===== src/rtl/fpga_config_loader.sv =====
// Bitstream loader: serialises host words into the CLB or connection scan chain and
// returns the bits shifted out of that chain as readback words.
module fpga_config_loader #(
    parameter int unsigned DATA_WIDTH     = 8,
    parameter int unsigned CLB_CHAIN_LEN  = 64,
    parameter int unsigned CONN_CHAIN_LEN = 256,
    parameter int unsigned CNT_WIDTH      = 16
) (
    input  logic                  clk,
    input  logic                  rst_n,
    input  logic                  start,
    input  logic                  chain_sel,
    input  logic [DATA_WIDTH-1:0] in_data,
    input  logic                  in_valid,
    output logic                  in_ready,
    output logic                  clb_scan_in,
    output logic                  clb_scan_en,
    input  logic                  clb_scan_out,
    output logic                  conn_scan_in,
    output logic                  conn_scan_en,
    input  logic                  conn_scan_out,
    output logic [DATA_WIDTH-1:0] rb_data,
    output logic                  rb_valid,
    output logic                  busy,
    output logic                  done,
    output logic [CNT_WIDTH-1:0]  bit_count
);

    localparam int unsigned IDX_WIDTH = (DATA_WIDTH > 1) ? $clog2(DATA_WIDTH) : 1;
    localparam logic [CNT_WIDTH-1:0] CLB_LEN   = CNT_WIDTH'(CLB_CHAIN_LEN);
    localparam logic [CNT_WIDTH-1:0] CONN_LEN  = CNT_WIDTH'(CONN_CHAIN_LEN);
    localparam logic [IDX_WIDTH-1:0] WORD_LAST = IDX_WIDTH'(DATA_WIDTH - 1);

    typedef enum logic [1:0] {StIdle, StLoad, StShift, StDone} state_e;

    state_e                  state_q, state_d;
    logic                    sel_q, sel_d;
    logic [CNT_WIDTH-1:0]    len_q, len_d;
    logic [CNT_WIDTH-1:0]    cnt_q, cnt_d;
    logic [IDX_WIDTH-1:0]    idx_q, idx_d;
    logic [DATA_WIDTH-1:0]   shreg_q, shreg_d;
    logic [DATA_WIDTH-1:0]   asm_q, asm_d;
    logic [DATA_WIDTH-1:0]   rb_data_q, rb_data_d;
    logic                    rb_valid_q, rb_valid_d;

    logic                    scan_bit;
    logic [CNT_WIDTH-1:0]    cnt_inc;
    logic                    last_bit;
    logic                    last_word_bit;

    assign scan_bit      = sel_q ? conn_scan_out : clb_scan_out;
    assign cnt_inc       = cnt_q + 1'b1;
    assign last_bit      = (cnt_inc == len_q);
    assign last_word_bit = (idx_q == WORD_LAST);

    always_ff @(posedge clk or negedge rst_n) begin
        if (!rst_n) begin
            state_q    <= StIdle;
            sel_q      <= 1'b0;
            len_q      <= '0;
            cnt_q      <= '0;
            idx_q      <= '0;
            shreg_q    <= '0;
            asm_q      <= '0;
            rb_data_q  <= '0;
            rb_valid_q <= 1'b0;
        end else begin
            state_q    <= state_d;
            sel_q      <= sel_d;
            len_q      <= len_d;
            cnt_q      <= cnt_d;
            idx_q      <= idx_d;
            shreg_q    <= shreg_d;
            asm_q      <= asm_d;
            rb_data_q  <= rb_data_d;
            rb_valid_q <= rb_valid_d;
        end
    end

    always_comb begin
        state_d      = state_q;
        sel_d        = sel_q;
        len_d        = len_q;
        cnt_d        = cnt_q;
        idx_d        = idx_q;
        shreg_d      = shreg_q;
        asm_d        = asm_q;
        rb_data_d    = rb_data_q;
        rb_valid_d   = 1'b0;
        in_ready     = 1'b0;
        busy         = 1'b0;
        done         = 1'b0;
        clb_scan_en  = 1'b0;
        clb_scan_in  = 1'b0;
        conn_scan_en = 1'b0;
        conn_scan_in = 1'b0;

        unique case (state_q)
            StIdle: begin
                if (start) begin
                    sel_d   = chain_sel;
                    len_d   = chain_sel ? CONN_LEN : CLB_LEN;
                    cnt_d   = '0;
                    state_d = StLoad;
                end
            end
            StLoad: begin
                busy     = 1'b1;
                in_ready = 1'b1;
                if (in_valid) begin
                    shreg_d = in_data;
                    idx_d   = '0;
                    asm_d   = '0;
                    state_d = StShift;
                end
            end
            StShift: begin
                busy = 1'b1;
                if (sel_q) begin
                    conn_scan_en = 1'b1;
                    conn_scan_in = shreg_q[0];
                end else begin
                    clb_scan_en = 1'b1;
                    clb_scan_in = shreg_q[0];
                end
                shreg_d        = shreg_q >> 1;
                asm_d[idx_q]   = scan_bit;
                cnt_d          = cnt_inc;
                idx_d          = idx_q + 1'b1;
                // A short final word exits early; asm was cleared on accept so
                // its unused upper bits read back as zero.
                if (last_bit || last_word_bit) begin
                    state_d    = last_bit ? StDone : StLoad;
                    rb_data_d  = asm_d;
                    rb_valid_d = 1'b1;
                end
            end
            StDone: begin
                done    = 1'b1;
                state_d = StIdle;
            end
            default: state_d = StIdle;
        endcase
    end

    assign rb_data   = rb_data_q;
    assign rb_valid  = rb_valid_q;
    assign bit_count = cnt_q;

endmodule


===== config.mk =====
export PLATFORM = sky130hd
export DESIGN_NAME = fpga_config_loader
export DESIGN_NICKNAME = d
export VERILOG_FILES = /design/src/rtl/fpga_config_loader.sv
export SDC_FILE = /design/constraint.sdc
export NUM_CORES = 1
export LEC_CHECK = 0
export BUFFER_PORTS_ARGS = -buffer_cell sky130_fd_sc_hd__buf_2
export CAP_MARGIN = 20
export CORE_AREA = 2 2 82 84
export DETAILED_ROUTE_END_ITERATION = 7
export DIE_AREA = 0 0 84 86
export GPL_TIMING_DRIVEN = 0
export PLACE_DENSITY = 0.64
export SETUP_SLACK_MARGIN = 0.15
export SYNTH_ARGS = -nofsm -noshare
export SYNTH_HDL_FRONTEND = slang
export SYNTH_SLANG_ARGS = --single-unit

===== constraint.sdc =====
create_clock -name clk -period 4.6 [get_ports clk]
set_clock_uncertainty 0.2 [all_clocks]
set_input_delay 0.46 -clock clk [delete_from_list [all_inputs] [get_ports clk]]
set_output_delay 0.46 -clock clk [all_outputs]
set_load 0.01 [all_outputs]

======== Yosys cells after proc, flatten, opt, wreduce, memory -nomap -nowiden ========
Cells that the tools add are included.
cells by class
  equality and inequality tests ........... 8
  $add $sub $neg .......................... 2
  reduce and logical (&&, ||, !) cells .... 11
  magnitude comparators ................... 2
  muxes and demuxes ....................... 31
operators with widths
  cell                   count
  $pmux 16 s2            1
  $pmux 8 s2             2
  $add 16x1->16 const B  1
  $eq 16x16->1           1
  $mux 16                1
  $mux 8                 2
  $mux 1                 15
  $mux 9                 1
  $bwmux 8               1
  $mux 2                 4
  $pmux 2 s4             1
  $reduce_and 2->1       4
  $ne 2x2->1 const B     3
  $pmux 3 s2             1
  $eq 2x2->1 const B     2
  $lt 3x4->1 const B     1
  $reduce_bool 2->1      2
  $add 3x1->3 const B    1
  $demux 1 s3            1
  $eq 3x3->1 const B     1
  $ge 3x1->1 const B     1
  $mux 3                 1
  $reduce_and 3->1       1
  $eq 2x1->1 const B     1
  4 further kinds        4
storage, ports and cells
  input port bits ......................... 15
  output and inout bits ................... 32
  word-level logic and storage cells ...... 63
  register bits ........................... 63

======== Depth between registers and ports, before layout ========
  word-level depth ........................ 6
  mapped depth ............................ 8
  mapped depth without buffers ............ 8

======== Least setup slack after synthesis ========
OpenSTA, ideal clock, no wires.
  path kind ............................... flip-flop to flip-flop
  start ................................... register cnt_q[0] (netlist: bit_count[0])
  end ..................................... register rb_data_q[7] (netlist: rb_data[7])
  period minus slack after synthesis ...... 2.499 ns
  buffers on the path ..................... 1
  library setup time ...................... 0.132 ns
  required time ........................... 4.268 ns
  setup slack ............................. 2.101 ns
  arrival ................................. 2.167 ns
  stages on the path, launching flop included .. 9
  cells stage by stage .................... dfrtp_1 -> ha_1 -> nand2_1 -> nor4_4 -> mux2i_1 -> a32oi_2 -> buf_6 -> a222oi_1 -> nand3_1
between the ends
  longest elaborated chain between the ends .. 4
RTL lines
  item                               RTL line  source
  start: declaration                 39        logic [CNT_WIDTH-1:0] cnt_q, cnt_d;
  start signal: assignment           71        cnt_q <= cnt_d;
  $add 16x1->16                      52        assign cnt_inc = cnt_q + 1'b1;
  $eq 16x16->1                       53        assign last_bit = (cnt_inc == len_q);
  $logic_or 1x1->1                   132       if (last_bit || last_word_bit) begin
  $reduce_and 2->1 (no source line)  -
  end signal: assignment             75        rb_data_q <= rb_data_d;
  end: declaration                   43        logic [DATA_WIDTH-1:0] rb_data_q, rb_data_d;
Every way passes these cells.
A chain may end at the register's enable or synchronous reset.

======== Worst setup path after layout ========
  start ................................... register state_q[0]
  end ..................................... output port clb_scan_en
between the ends
  longest elaborated chain between the ends .. 2
RTL lines
  item                      RTL line  source
  start: declaration        36        state_e state_q, state_d;
  start signal: assignment  58        state_q <= StIdle;
  start signal: assignment  68        state_q <= state_d;
  $eq 2x2->1                98        unique case (state_q)
  $mux 1                    98
  end: declaration          17        output logic clb_scan_en,
Every way passes these cells.

==> impl_metrics.json <==
{
  "holdCritPathClass": "in2reg",
  "ys_ff_latch": 48,
  "startpoint": "state_q[0]",
  "drive_gt1_frac": 0.2237,
  "use_met3": 0.04812,
  "clock_latency_ns": 0.31,
  "worst_ep_arrival_time_ns": 2.23,
  "worst_slew_pin_slew_ns": 0.6140,
  "finalHoldViolCount": 0,
  "cp-start-kind": "flip-flop",
  "dp_slack_ns": 1.793,
  "routed_wl_mm": 7.406,
  "ys.warnings.count": 0,
  "area_growth_pct": 15.19,
  "first_global_vias": 2529,
  "synth_cells": 315,
  "design_area_um2": 3377,
  "drtIter0Drc": 194,
  "path_cells": "inv_1 > ha_1 > inv_1 > clkbuf_1 > buf_1 > nor2_1 > buf_2",
  "muxShareOfSynthArea": 0.04524,
  "drv_cap": 0,
  "synthDominantCellAreaShare": 0.4097,
  "fin_cells": 448,
  "grt_max_degree": 33,
  "leakage_nw": 1.515,
  "synthTopCellsByCount": "dfrtp_1 (48), nand2_1 (35), o21ai_0 (27), nor2_1 (18), nand3_1 (16)",
  "slew_headroom": 0.5892,
  "reg2regPathDepth": 8,
  "cts_buffer_depth": 2,
  "globalRouteMet2Util": 0.3258,
  "core_area_um2": 6277,
  "drc": 0,
  "worstPathRequired_ns": 3.94,
  "max_freq_mhz": 345.8,
  "finalCritPeriodShare": 0.6286,
  "fillers": 585,
  "async_flop_share": 1.000,
  "cts_root_buf": "clkbuf_8",
  "fin_ws_ns": 1.708,
  "report.final.setup_viol": 0,
  "synthAdderAreaFrac": 0.02988,
  "multi_input_comb_area_um2": 1615,
  "cts_buffers": 5,
  "grt_usage": 0.2155,
  "hp-start": "chain_sel",
  "synth_compound_area_frac": 0.2207,
  "fin_nets": 392,
  "die_area_um2": 7224,
  "die_height_um": 86,
  "outcome": "finished, final reports clean",
  "min_period_ns": 2.892,
  "cp-end-kind": "output port",
  "placed_cell_area_um2": 3278,
  "gp_congestion": 0.8314,
  "synth-xor-area-share": 0.01494,
  "regToRegSetupSlack_ns": 1.75,
  "crit_path_max_incr_delay_ns": 0.46,
  "htree_num_levels": 2,
  "whs_path_depth": 2,
  "ys.flop_type": "dfrtp_1",
  "ys_types": 48,
  "die_w_um": 84,
  "reg2reg_to": "rb_data[7]",
  "path_common_cell": "inv_1",
  "hold_end": "len_q[6]",
  "ir_worst_vdd_mv": 0.3072,
  "placement.io_buffers": 46,
  "cts_resized": 0,
  "crit_slowest_cell": "dfrtp_1",
  "synth_area_um2": 2932,
  "dr.pass1.iters": 6,
  "place_hpwl_mm": 5.137,
  "yosysMostFrequentCell": "dfrtp_1",
  "synth_fp_nets": 337,
  "synth_top_family_by_area": "simple AND/OR/NAND/NOR gates",
  "ant_nets": 0,
  "path_buf_inv": 5,
  "critPathMaxFanout": 10,
  "detail_route.wl_per_cell_um": 16.53,
  "slew_viol_final": 0,
  "clk_pin_slew_ns": 0.09,
  "ys_seq_area_frac": 0.4097,
  "synth-edff-count": 0,
  "grt_pass1_wl_mm": 12.69,
  "vias": 2647,
  "antenna_cells": 0,
  "final.setup.tns_ns": 0,
  "antenna_found_initial": 0,
  "synthTopCellsByArea": "dfrtp_1 (41%), o21ai_0 (4.6%), nand2_1 (4.5%)",
  "grt_setup_unrepaired": "false",
  "cts_sinks": 48,
  "cts_tree": "done",
  "grtUsageMet1": 0.3136,
  "regArea_um2": 1201,
  "grt_busiest_layer": "met2",
  "path_delay_family": "buffers and inverters",
  "rows": 29,
  "yosysTopAreaCell": "dfrtp_1",
  "grt-ovfl-total": 0,
  "powerDensity_nw_per_um2": 405.7,
  "start_util": 0.4670,
  "io_pins": 47,
  "place_inst": 439,
  "r2r-start": "bit_count[0]",
  "syn_area_per_cell_um2": 9.307,
  "viasPerCell": 5.908,
  "synth-simple-area-share": 0.2403,
  "worstSetupPathType": "reg2out"
}
flip-flops by register name, summed over array words and instances, names as in the netlist:
register,count
asm_q,8
len_q,2
state_q,2
shreg_q,8
bit_count,16
rb_data,8
idx_q,3
rb_valid,1
cell type report:
cell class	count	area share
clock inverters	2	0.004817
inverters	6	0.006669
flip-flops and latches	48	0.3557
multi-input cells	241	0.4783
clock buffers	6	0.02149
plain buffers	20	0.02742
repair buffers	48	0.07707
well taps	77	0.02853
worst max-delay path by stage:
stage                       end  slack [ns]  depth (start not counted)
finish              clb_scan_en        1.71                          7
detailed placement   rb_data[7]        1.79                          8
global route         rb_data[7]        1.45                          8
CTS                 clb_scan_en        1.73                          7
floorplan            rb_data[7]        2.10                          8
global placement     rb_data[7]        1.84                          8
worst reg2reg max path, cell delays in order (launching register included):
cell      delay (ns)
dfrtp_1         0.50
ha_1            0.31
nand2_1         0.18
nor4_4          0.44
mux2i_1         0.28
a32oi_2         0.18
buf_6           0.24
a222oi_1        0.29
nand3_1         0.12
timing repair:
item | in CTS | in global routing
endpoints found under the hold margin | 16 | 0
hold buffers | 1 | 0
buffers inserted | 0 | 0
cell families after synthesis:
group,count (synthesis)
AOI/OAI and AO/OA,94
xor gates and xnor gates,5
adders and majority gates,7
buffers and inverters,26
DFF,48
muxes,12
and+or+nand+nor,123
cells in the final DEF, fill, tap and decap left out, types with 5 or more instances in the layout:
cell,synthesis,routed
a21oi_1,15,15
a222oi_1,8,8
a22o_1,12,12
and2_1,5,5
buf_2,2,48
clkbuf_1,14,15
clkbuf_8,0,5
dfrtp_1,48,48
ha_1,7,7
inv_1,6,6
mux2_2,10,10
nand2_1,35,35
nand3_1,16,16
nand4_1,5,5
nor2_1,18,18
nor2b_1,8,8
o21ai_0,27,27
o22ai_1,14,14
o31ai_1,5,5
or3_1,6,6
power breakdown:
group | switching, mW | internal, mW
Sequential | 0.0708 | 0.487
Clock | 0.155 | 0.109
Combinational | 0.340 | 0.209
Total | 0.565 | 0.805
through the flow:
stage	total power, mW	util	hold WS (ns)
final	1.370	0.5380	0.1322
after global routing	1.479	0.5380	0.1387
after CTS	1.383	0.5380	0.1218
after detailed placement	1.116	0.5222	0.2233
after global placement	1.102	0.5190	0.2830
after floorplan	0.9496	-	-0.03559
routing by layer:
metal	routed length, um	vias to the layer above	part of all wire
met3	388	8	0.052
met2	3260	65	0.44
met1	3682	1277	0.50
li1	-	1297	-
met4	74	0	0.010
met5	0	-	0
Power figures use the tool's default switching activity.
